`src/rtl/spi_slave_tx_stream.sv`:
```
`default_nettype none
// ============================================================================
// Module      : spi_slave_tx_stream
// Description : SPI-slave transmitter fed from an AXI4-Stream source. SCK and
//               CS are oversampled in axis_aclk. Words are buffered in a small
//               FIFO and shifted out on MISO in the configured SPI mode.
// Revision    : 1.0 - initial release
// ============================================================================
module spi_slave_tx_stream #(
    parameter int                DATA_W    = 8,
    parameter int                DEPTH     = 16,
    parameter bit                CPOL      = 1'b0,
    parameter bit                CPHA      = 1'b0,
    parameter bit                LSB_FIRST = 1'b0,
    parameter logic [DATA_W-1:0] IDLE_WORD = '1
) (
    input  logic                    axis_aclk,
    input  logic                    axis_aresetn,
    input  logic                    spi_clk,
    input  logic                    spi_cs,
    output logic                    spi_miso,
    output logic                    spi_miso_oe,
    input  logic [DATA_W-1:0]       axis_rdata,
    input  logic                    axis_rvalid,
    output logic                    axis_rready,
    input  logic                    axis_rlast,
    output logic [$clog2(DEPTH):0]  fifo_level,
    output logic                    underrun,
    output logic                    pkt_sent,
    output logic                    frame_done
);

    localparam int c_PTR_W = $clog2(DEPTH);
    localparam int c_LVL_W = c_PTR_W + 1;
    localparam int c_CNT_W = $clog2(DATA_W + 1);

    localparam logic [c_PTR_W-1:0] c_PTR_ONE  = c_PTR_W'(1);
    localparam logic [c_LVL_W-1:0] c_LVL_ONE  = c_LVL_W'(1);
    localparam logic [c_LVL_W-1:0] c_LVL_FULL = c_LVL_W'(DEPTH);
    localparam logic [c_CNT_W-1:0] c_CNT_ONE  = c_CNT_W'(1);
    localparam logic [c_CNT_W-1:0] c_CNT_FULL = c_CNT_W'(DATA_W);
    localparam logic [c_CNT_W-1:0] c_CNT_LAST = c_CNT_W'(DATA_W - 1);

    localparam logic [1:0] c_ST_IDLE   = 2'd0;
    localparam logic [1:0] c_ST_ACTIVE = 2'd1;
    localparam logic [1:0] c_ST_DRAIN  = 2'd2;

    // ------------------------------------------------------------------
    // Synchronisers: bit 0 metastable stage, bit 1 synced, bit 2 previous
    // ------------------------------------------------------------------
    logic [2:0] sck_pipe_q;
    logic [2:0] cs_pipe_q;

    // Two-flop synchronisers plus one edge-detect stage for SCK and CS
    always_ff @(posedge axis_aclk or negedge axis_aresetn) begin
        if (!axis_aresetn) begin
            sck_pipe_q <= {3{CPOL}};
            cs_pipe_q  <= 3'b111;
        end else begin
            sck_pipe_q <= {sck_pipe_q[1:0], spi_clk};
            cs_pipe_q  <= {cs_pipe_q[1:0], spi_cs};
        end
    end

    logic w_sck_rise, w_sck_fall, w_cs_fall, w_cs_rise;
    logic w_lead, w_trail, w_sample_edge, w_shift_edge;

    assign w_sck_rise    =  sck_pipe_q[1] & ~sck_pipe_q[2];
    assign w_sck_fall    = ~sck_pipe_q[1] &  sck_pipe_q[2];
    assign w_cs_fall     = ~cs_pipe_q[1]  &  cs_pipe_q[2];
    assign w_cs_rise     =  cs_pipe_q[1]  & ~cs_pipe_q[2];
    assign w_lead        = CPOL ? w_sck_fall : w_sck_rise;
    assign w_trail       = CPOL ? w_sck_rise : w_sck_fall;
    assign w_sample_edge = CPHA ? w_trail : w_lead;
    assign w_shift_edge  = CPHA ? w_lead  : w_trail;

    // ------------------------------------------------------------------
    // FIFO holding {rlast, rdata}
    // ------------------------------------------------------------------
    logic [DATA_W:0]      mem_q [DEPTH];
    logic [c_PTR_W-1:0]   wr_ptr_q, rd_ptr_q;
    logic [c_LVL_W-1:0]   level_q, level_d;
    logic                 rready_q;
    logic                 w_push, w_pop;
    logic [DATA_W:0]      w_head;

    assign w_push = axis_rvalid & rready_q;
    assign w_head = mem_q[rd_ptr_q];

    // Storage array; contents need no reset because the pointers define validity
    always_ff @(posedge axis_aclk) begin
        if (w_push) begin
            mem_q[wr_ptr_q] <= {axis_rlast, axis_rdata};
        end
    end

    // Occupancy: simultaneous push and pop leave the level unchanged
    always_comb begin
        level_d = level_q;
        if (w_push && !w_pop) begin
            level_d = level_q + c_LVL_ONE;
        end else if (!w_push && w_pop) begin
            level_d = level_q - c_LVL_ONE;
        end
    end

    // Pointers, level and registered ready (ready = not full next cycle)
    always_ff @(posedge axis_aclk or negedge axis_aresetn) begin
        if (!axis_aresetn) begin
            wr_ptr_q <= '0;
            rd_ptr_q <= '0;
            level_q  <= '0;
            rready_q <= 1'b0;
        end else begin
            if (w_push) wr_ptr_q <= wr_ptr_q + c_PTR_ONE;
            if (w_pop)  rd_ptr_q <= rd_ptr_q + c_PTR_ONE;
            level_q  <= level_d;
            rready_q <= (level_d != c_LVL_FULL);
        end
    end

    // ------------------------------------------------------------------
    // Frame FSM and shifter
    // ------------------------------------------------------------------
    logic [1:0]          state_q, state_d;
    logic [DATA_W-1:0]   shreg_q, shreg_d;
    logic [c_CNT_W-1:0]  bit_cnt_q, bit_cnt_d;
    logic                cur_last_q, cur_last_d;
    logic                skip_q, skip_d;
    logic                underrun_q, pkt_sent_q, frame_done_q;

    logic                w_edge_ok, w_frame_start, w_sample, w_shift, w_skip_clear;
    logic                w_word_end, w_fetch, w_underrun, w_pkt_end;
    logic [DATA_W-1:0]   w_load_word, w_shifted;
    logic                w_load_last, w_miso_bit;

    assign w_load_word = w_pop ? w_head[DATA_W-1:0] : IDLE_WORD;
    assign w_load_last = w_pop & w_head[DATA_W];

    generate
        if (LSB_FIRST) begin : g_lsb_first
            assign w_miso_bit = shreg_q[0];
            assign w_shifted  = {1'b0, shreg_q[DATA_W-1:1]};
        end else begin : g_msb_first
            assign w_miso_bit = shreg_q[DATA_W-1];
            assign w_shifted  = {shreg_q[DATA_W-2:0], 1'b0};
        end
    endgenerate

    assign spi_miso = w_miso_bit;

    // State register
    always_ff @(posedge axis_aclk or negedge axis_aresetn) begin
        if (!axis_aresetn) begin
            state_q <= c_ST_IDLE;
        end else begin
            state_q <= state_d;
        end
    end

    // Next-state: CS rise always wins, a fully sampled rlast word starts draining
    always_comb begin
        state_d = state_q;
        if (w_cs_rise) begin
            state_d = c_ST_IDLE;
        end else begin
            case (state_q)
                c_ST_IDLE:   if (w_cs_fall) state_d = c_ST_ACTIVE;
                c_ST_ACTIVE: if (w_pkt_end) state_d = c_ST_DRAIN;
                default:     state_d = state_q;
            endcase
        end
    end

    // FSM outputs: output enable and per-cycle control strobes
    always_comb begin
        spi_miso_oe   = (state_q != c_ST_IDLE);
        w_edge_ok     = (state_q != c_ST_IDLE) && !w_cs_rise;
        w_frame_start = (state_q == c_ST_IDLE) && w_cs_fall;
        w_sample      = w_edge_ok && w_sample_edge;
        w_shift       = w_edge_ok && w_shift_edge && !skip_q;
        w_skip_clear  = w_edge_ok && w_shift_edge && skip_q;
        w_word_end    = w_shift && (bit_cnt_q == c_CNT_FULL);
        w_fetch       = w_frame_start || (w_word_end && (state_q == c_ST_ACTIVE));
        w_pop         = w_fetch && (level_q != '0);
        w_underrun    = w_fetch && (level_q == '0);
        w_pkt_end     = w_sample && (state_q == c_ST_ACTIVE) &&
                        (bit_cnt_q == c_CNT_LAST) && cur_last_q;
    end

    // Shifter datapath: load at frame start or word boundary, else count/shift
    always_comb begin
        shreg_d    = shreg_q;
        bit_cnt_d  = bit_cnt_q;
        cur_last_d = cur_last_q;
        skip_d     = skip_q;
        if (w_cs_rise) begin
            bit_cnt_d = '0;
            skip_d    = 1'b0;
        end else if (w_frame_start) begin
            shreg_d    = w_load_word;
            cur_last_d = w_load_last;
            bit_cnt_d  = '0;
            skip_d     = CPHA;
        end else if (w_sample) begin
            bit_cnt_d = bit_cnt_q + c_CNT_ONE;
        end else if (w_skip_clear) begin
            skip_d = 1'b0;
        end else if (w_word_end) begin
            shreg_d    = w_load_word;
            cur_last_d = w_load_last;
            bit_cnt_d  = '0;
        end else if (w_shift) begin
            shreg_d = w_shifted;
        end
    end

    // Shifter registers and single-cycle status pulses
    always_ff @(posedge axis_aclk or negedge axis_aresetn) begin
        if (!axis_aresetn) begin
            shreg_q      <= '0;
            bit_cnt_q    <= '0;
            cur_last_q   <= 1'b0;
            skip_q       <= 1'b0;
            underrun_q   <= 1'b0;
            pkt_sent_q   <= 1'b0;
            frame_done_q <= 1'b0;
        end else begin
            shreg_q      <= shreg_d;
            bit_cnt_q    <= bit_cnt_d;
            cur_last_q   <= cur_last_d;
            skip_q       <= skip_d;
            underrun_q   <= w_underrun;
            pkt_sent_q   <= w_pkt_end;
            frame_done_q <= w_cs_rise;
        end
    end

    assign axis_rready = rready_q;
    assign fifo_level  = level_q;
    assign underrun    = underrun_q;
    assign pkt_sent    = pkt_sent_q;
    assign frame_done  = frame_done_q;

endmodule
`default_nettype wire

```
`config.mk`:
```
export PLATFORM = sky130hd
export DESIGN_NAME = spi_slave_tx_stream
export DESIGN_NICKNAME = d
export VERILOG_FILES = /design/src/rtl/spi_slave_tx_stream.sv
export SDC_FILE = /design/constraint.sdc
export NUM_CORES = 1
export LEC_CHECK = 0
export ABC_CLOCK_PERIOD_IN_PS = 5300
export CAP_MARGIN = 25
export CORE_UTILIZATION = 25
export DETAILED_ROUTE_END_ITERATION = 16
export GPL_TIMING_DRIVEN = 0
export SYNTH_ARGS = -nofsm -noshare
export SYNTH_HDL_FRONTEND = slang
export SYNTH_SLANG_ARGS = --single-unit
```
`constraint.sdc`:
```
create_clock -name axis_aclk -period 5.3 [get_ports axis_aclk]
set_input_delay 0.795 -clock axis_aclk [delete_from_list [all_inputs] [get_ports axis_aclk]]
set_output_delay 0.795 -clock axis_aclk [all_outputs]
set_load 0.01 [all_outputs]
```
==> key figures, run 1 <==
Timing
  – FMAX: approximately 350 MHz
  – Clock Skew: between 0.007 and 0.008 ns
  – Final worst-path cycle share: 0.5334
  – Setup TNS: 0 ns
  – Final Max Tran Viols: 0
  – Final Hold Fails: 0
  – RSZ-0062 raised after global routing: false
  – Slew margin rel.: 0.4285
  – Min Tclk post-route: about 2.8 ns
  – Worst-Margin Slew: around 0.86 ns
  – Hold Slack: 0.3593 ns
  – Setup violators final: 0

Logic synthesis
  – EDFF count, synth: 144
  – Mapped cell area: 7330 µm²
  – Post-synth ARST share: 0.2088
  – Sequential area share after synthesis: 0.7202
  – Most used flip-flop cell after synthesis: edfxtp_1
  – Top cell type's share of synthesized area: 0.5900
  – Gate count after technology mapping: around 400
  – Yosys top cell by area: edfxtp_1
  – Flops & latches, synth: 182
  – Syn nets: 425
  – Yosys cell types: 43
  – Synthesis Warnings: 0
  – Synth area leaders: edfxtp_1 (59%), mux4_2 (13%), dfrtp_1 (12%), ha_1 (2.0%), and2_1 (1.3%)
  – Syn_area_per_cell: 18.37 µm²

Power and ir drop
  – Leakage: between 2 and 3 nW
  – Sequential share of power: 0.444
  – Total power: 4.174 mW
  – Worst vdd ir: 0.2636 mV
  – Combinational share of power: 0.276
  – PwrDens: roughly 490 nW/µm²
  – Sw Share: 0.3050
  – Switch Pwr: 1.273 mW
  – Power Internal: 2.901 mW
  – Clock power frac: 0.280

Worst setup path
  – Reg2reg path depth: 9
  – Critical Path End Type: flop
  – Worst Setup Start Kind: flop
  – Reg-to-reg endpoint: axis_rready
  – CP cell instances: inv_1 -> ha_1 -> nand4bb_1 -> o31ai_1 -> nand2b_1 -> buf_2 -> mux2i_1 -> xor2_1 -> or4b_1
  – Crit path launch: cs_pipe_q[2]
  – Slowest cell delay on critical path: roughly 0.56 ns
  – Kind of critical path: reg -> reg
  – Crit path DAT: roughly 3.1 ns
  – Critical path fanouts, max: 8
  – Worst r2r src: cs_pipe_q[2]
  – CP max-delay cell: or4b_1
  – Critical path required time: 5.59 ns
  – CP delay by family, top: simple AND/OR/NAND/NOR gates
  – R2R setup slack: 2.47 ns
  – Critical path buffer and inverter count: 2

Finish
  – Most frequent cells in the layout: edfxtp_1 (144), mux4_2 (43), dfrtp_1 (35)
  – Number of diodes: 0
  – Share of cells above drive strength 1: 0.1916
  – Final cell count without fillers: 838
  – Fillers: 2,785
  – Most common cell after layout, fill and taps aside: edfxtp_1
  – Layout area overhead: 17.17%
  – Final net count: about 470

Route
  – Via count: 3,676
  – DRC Markers: 0
  – Initial DRC count: around 260
  – Routed wl met2: 7.292 mm
  – DRT Pass-1 Iters: 4
  – Detailed Route WL: 15.19 mm
  – Top layer in use: met4
  – Antenna-violating nets left: 0
  – Wl on met1: 6.837 mm
  – Met3 WL post-DR: 811 µm
  – DR WL/cell: 18.13 µm
  – DR vias/cell: ~4.4

GRT
  – Initial antenna violation count: 0
  – Number of global-route vias before repair: 3,890
  – First-pass GRT wire length: 23.43 mm
  – Gr usage total: 0.1078
  – Congestion Overflow GR: 0
  – Maximum number of pins on one net before global-route repair: 39

CTS
  – CTS resizes: 0
  – Cts bufs inserted: 17
  – CTS tree: done
  – Clk buf depth: 2
  – CTS clk-pin slew, worst paths: 0.07 ns
  – Hold buffers post-CTS: 0
  – Setup bufs post-CTS: 0
  – Skew-Pair Late Insertion Delay: around 0.44 ns
  – Clock sinks: 182
  – Root Buffer: clkbuf_16
  – H-Tree Depth: 4

Placed design
  – Inst Count DP: 807
  – Placer Congestion: approximately 0.8
  – Number of port buffers: 24
  – DP Wirelength: about 9.7 mm

Die
  – I/O pin count: 25
  – FP Rows: between 60 and 70
  – CORE AREA: 28,780 µm²
  – Die ar.: 30,010 µm²
  – Initial Util: 0.2547
  – Die X: between 150 and 200 µm
  – Die Y: between 150 and 200 µm

Flow run
  – Maxcap violations: 0

Worst hold path
  – Hold depth: 0
  – Worst Hold End: sck_pipe_q[1]
  – Hold Crit Class: reg -> reg
  – Hold_sp: sck_pipe_q[0]

Run status
  – Status: complete, no violations
## layout make-up
type / count / area [µm²] / area share
Buffer: 15 / 70.07 / 0.008159
Clock buffer: 17 / 425.4 / 0.04953
Clock inverter: 14 / 117.6 / 0.01369
Inverter: 13 / 48.80 / 0.005682
Multi-Input combinational cell: 189 / 1932 / 0.2249
Sequential cell: 182 / 5279 / 0.6147
Tap cell: 384 / 480.5 / 0.05594
Timing Repair Buffer: 24 / 235.2 / 0.02739
## worst max path at each step
stage / slack [ns] / to / cells past startpoint
final: 2.47 / axis_rready / 9
after global routing: 2.36 / axis_rready / 9
after CTS: 2.48 / axis_rready / 9
after detailed placement: 2.20 / axis_rready / 8
after global placement: 2.24 / axis_rready / 8
after floorplan: 2.87 / axis_rready / 9
## registers in the layout, indices dropped and copies added (netlist names), 2 cells and up
| name | flops |
|---|---|
| state_q | 2 |
| rd_ptr_q | 4 |
| fifo_level | 5 |
| wr_ptr_q | 4 |
| cs_pipe_q | 3 |
| sck_pipe_q | 3 |
| mem_q | 144 |
| shreg_q | 8 |
| bit_cnt_q | 4 |
## Yosys cell counts, types with 4 or more instances
cell type,instances
edfxtp_1,144
mux4_2,43
dfrtp_1,35
nand2_1,24
and2_1,15
inv_1,13
ha_1,12
nor2_1,9
o21ai_1,9
o22ai_1,9
clkbuf_1,8
xnor2_1,7
and3_1,6
o21ai_0,6
buf_2,5
nand2b_1,5
nand3_1,5
mux2i_1,4
## per-layer routing
| metal | global-route usage | vias up |
|---|---|---|
| met1 | 0.1367 | 1911 |
| met2 | 0.1742 | 93 |
| met4 | 0.03540 | 0 |
| met3 | 0.03487 | 19 |
| li1 | - | 1653 |
| met5 | 0 | - |
## kinds of logic (layout without fill, tap and decap cells)
kind of cell / count (synthesis) / count (layout) / share of synthesized area
muxes: 47 / 47 / 0.1376
and+or+nand+nor: 80 / 80 / 0.05906
DFF: 182 / 182 / 0.7202
AOI/OAI and AO/OA: 40 / 40 / 0.03448
adders and majority gates: 12 / 12 / 0.02048
buffers and inverters: 28 / 83 / 0.01622
xor gates and xnor gates: 10 / 10 / 0.01195
## power by group through the flow
| stage | clock (mW) | combinational [mW] | sequential, mW |
|---|---|---|---|
| final | 1.17 | 1.15 | 1.85 |
| after detailed placement | 0 | 1.17 | 1.88 |
| after CTS | 1.19 | 1.17 | 1.86 |
| after floorplan | 0 | 0.785 | 1.86 |
| after global placement | 0 | 1.13 | 1.87 |
| after global routing | 1.25 | 1.25 | 1.88 |
## through the flow
step           setup WS, ns    util  area (µm²)
3_5_place_dp          2.204  0.2795        8045
2_1_floorplan         2.868       -        7330
4_1_cts               2.478  0.2984        8588
5_1_grt               2.364  0.2984        8588
3_3_place_gp          2.237  0.2797        8050
6_report              2.473  0.2984        8588
Power figures use the tool's default switching activity.
==> inputs of run 2 (changes only) <==
--- a/config.mk
+++ b/config.mk
@@ -5,7 +5,7 @@
 export SDC_FILE = /design/constraint.sdc
 export NUM_CORES = 1
 export LEC_CHECK = 0
-export ABC_CLOCK_PERIOD_IN_PS = 5300
+export ABC_CLOCK_PERIOD_IN_PS = 2900
 export CAP_MARGIN = 25
 export CORE_UTILIZATION = 25
 export DETAILED_ROUTE_END_ITERATION = 16
==> constraint.sdc (replaced) <==
create_clock -name axis_aclk -period 2.9 [get_ports axis_aclk]
set_input_delay 0.435 -clock axis_aclk [delete_from_list [all_inputs] [get_ports axis_aclk]]
set_output_delay 0.435 -clock axis_aclk [all_outputs]
set_load 0.01 [all_outputs]
==> run 2 against run 1 <==
Compared with the run above:
- critical path depth stayed put
- clock-buffer cell count did not move
- first-iteration DRC count is 4.7% higher
- clock power grew 82%
- clock skew about the same
- sequential power increased by 83%
- routed wire length decreased by 0.16%
- non-clock buffer count is the same
==> key figures, run 2 (synthesis gave the netlist of run 1 again) <==
Run status
  – Status: complete, no violations

GRT
  – Grt met2 use: 0.1742 (unchanged)
  – Initial antenna violation count: 0 (unchanged)
  – Met3 Track Usage GR: 0.03487 (unchanged)
  – Number of global-route vias before repair: 3,890 (unchanged)
  – First-pass GRT wire length: 23.43 mm (unchanged)
  – Routing usage on met1: 0.1367 (unchanged)
  – Gr usage total: 0.1078 (unchanged)
  – Maximum number of pins on one net before global-route repair: 39 (unchanged)
  – Congestion Overflow GR: 0 (unchanged)
  – GR peak layer: met2

Route
  – Antenna-violating nets left: 0 (unchanged)
  – DR vias/cell: 4.407 (+0.46%)
  – DRC Markers: 0 (unchanged)
  – Via count: 3,693 (+0.46%)
  – Initial DRC count: 267 (+4.7%)
  – DRT Pass-1 Iters: 4 (unchanged)
  – DR WL/cell: 18.10 µm (-0.16%)
  – Detailed Route WL: 15.17 mm (-0.16%)

Placed design
  – DP Wirelength: 9.660 mm (unchanged)
  – Dpl ws: 0.1289 ns (-2.075 ns)
  – Number of port buffers: 24 (unchanged)
  – Placed instance area: 8045 µm² (unchanged)
  – Placer Congestion: 0.7961 (unchanged)
  – Inst Count DP: 807 (unchanged)

Timing
  – Setup violators final: 0 (unchanged)
  – PnR worst setup slack: 0.1789 ns (-2.294 ns)
  – Worst-Margin Slew: 0.8550 ns (-0.002249 ns)
  – FMAX: 367.5 MHz (+3.9%)
  – Setup TNS: 0 ns (unchanged)
  – Slew margin rel.: 0.4300 (+0.001499)
  – Min Tclk post-route: 2.721 ns (-0.1057 ns)
  – Clock Skew: 0.007888 ns (+0.0004314 ns)
  – Final Max Tran Viols: 0 (unchanged)
  – RSZ-0062 raised after global routing: false
  – Final Hold Fails: 0 (unchanged)
  – Final worst-path cycle share: 0.9383 (+0.4049)
  – Hold Slack: 0.1097 ns (-0.2496 ns)

CTS
  – Clock sinks: 182 (unchanged)
  – Clk buf depth: 2 (unchanged)
  – H-Tree Depth: 4 (unchanged)
  – Setup bufs post-CTS: 0 (unchanged)
  – Skew-Pair Late Insertion Delay: 0.43 ns (about the same)
  – Root Buffer: clkbuf_16
  – CTS tree: done
  – CTS clk-pin slew, worst paths: 0.07 ns (about the same)
  – Cts bufs inserted: 17 (unchanged)

Worst setup path
  – Critical path required time: 3.19 ns (-2.40 ns)
  – Worst r2r src: cs_pipe_q[2]
  – Reg-to-reg endpoint: axis_rready
  – Crit path DAT: 3.01 ns (-0.11 ns)
  – Slowest cell delay on critical path: 0.54 ns (-0.02 ns)
  – Worst Setup Start Kind: flop
  – Critical Path End Type: flop
  – Kind of critical path: reg -> reg
  – CP cell instances: inv_1 -> ha_1 -> nand4bb_1 -> o31ai_2 -> nand2b_1 -> buf_2 -> mux2i_1 -> xor2_1 -> or4b_1
  – CP max-delay cell: dfstp_2
  – Critical path fanouts, max: 8 (unchanged)
  – Reg2reg path depth: 9 (unchanged)
  – R2R setup slack: 0.18 ns (-2.29 ns)

Finish
  – Final net count: 468 (unchanged)
  – Share of cells above drive strength 1: 0.1938 (+0.002203)
  – Number of diodes: 0 (unchanged)
  – Fillers: 2,784 (-0.036%)
  – Most common cell after layout, fill and taps aside: edfxtp_1
  – Layout area overhead: 17.24% (about the same)
  – Max reg flops: 144 (unchanged)
  – Post-route cell area: 8593 µm² (about the same)
  – Most frequent cells in the layout: edfxtp_1 (144), mux4_2 (43), dfrtp_1 (35)
  – Final cell count without fillers: 838 (unchanged)
  – Core Util, Final: 0.2986 (about the same)
  – Top reg by flops: mem_q

Die
  – Die ar.: 30,010 µm² (unchanged)
  – I/O pin count: 25 (unchanged)
  – Die Y: 173.2 µm (unchanged)
  – CORE AREA: 28,780 µm² (unchanged)
  – Initial Util: 0.2547 (unchanged)
  – Die X: 173.2 µm (unchanged)
  – FP Rows: 62 (unchanged)

Flow run
  – Maxcap violations: 0 (unchanged)

Worst hold path
  – Hold Crit Class: in -> async

Power and ir drop
  – PwrDens: 887.3 nW/µm² (+83%)
  – Total power: 7.625 mW (+83%)
  – Worst vdd ir: 0.4754 mV (+80%)
  – Leakage: 2.884 nW (about the same)
-- run 2: final cells by class --
| class | instances | area, µm² | area share |
|---|---|---|---|
| repair buffers | 24 | 235.2 | 0.02737 |
| well taps | 384 | 480.5 | 0.05591 |
| flip-flops and latches | 182 | 5279 | 0.6143 |
| clock buffers | 17 | 425.4 | 0.04950 |
| inverters | 13 | 48.80 | 0.005679 |
| multi-input cells | 189 | 1937 | 0.2254 |
| clock inverters | 14 | 117.6 | 0.01369 |
| plain buffers | 15 | 70.07 | 0.008154 |
-- run 2: repair_timing --
| action | CTS | global route |
|---|---|---|
| gates resized for setup | 0 | 1 |
| hold buffers | 0 | 0 |
| setup endpoints to repair | 0 | 1 |
-- run 2: worst max-delay path by stage --
stage / slack, ns / start / endpoint
3_5_place_dp: 0.13 / cs_pipe_q[2] / axis_rready
6_report: 0.18 / cs_pipe_q[2] / axis_rready
2_1_floorplan: 0.47 / cs_pipe_q[2] / axis_rready
4_1_cts: 0.08 / cs_pipe_q[2] / axis_rready
5_1_grt: 0.06 / cs_pipe_q[2] / axis_rready
3_3_place_gp: 0.17 / cs_pipe_q[2] / axis_rready
-- run 2: power by group --
| part | internal [mW] | total (mW) | leakage [nW] | switching (mW) |
|---|---|---|---|---|
| logic | 0.999 | 2.10 | 0.853 | 1.10 |
| registers | 3.19 | 3.39 | 1.77 | 0.201 |
| clock network | 1.11 | 2.13 | 0.260 | 1.02 |
| total | 5.30 | 7.62 | 2.88 | 2.32 |
-- run 2: layer usage --
metal  part of all wire  wire length [µm]
met1               0.45              6882
met2               0.48              7317
met3              0.045               690
met4              0.018               278
met5                  0                 0
-- run 2: critical path, delay by kind of cell (launching register included) --
kind	cells	cell delay (ns)
simple gates	3	0.91
flops	1	0.54
compound gates	1	0.35
fa+ha+maj	1	0.27
buf+inv	2	0.22
xor+xnor	1	0.16
mux	1	0.14
==> inputs of run 3 (changes only) <==
--- a/config.mk
+++ b/config.mk
@@ -10,6 +10,7 @@
 export CORE_UTILIZATION = 25
 export DETAILED_ROUTE_END_ITERATION = 16
 export GPL_TIMING_DRIVEN = 0
+export HOLD_SLACK_MARGIN = 0.06
 export SYNTH_ARGS = -nofsm -noshare
 export SYNTH_HDL_FRONTEND = slang
 export SYNTH_SLANG_ARGS = --single-unit
==> results of run 3 <==
Final layout, timing and power as in run 2 (identical DEF).
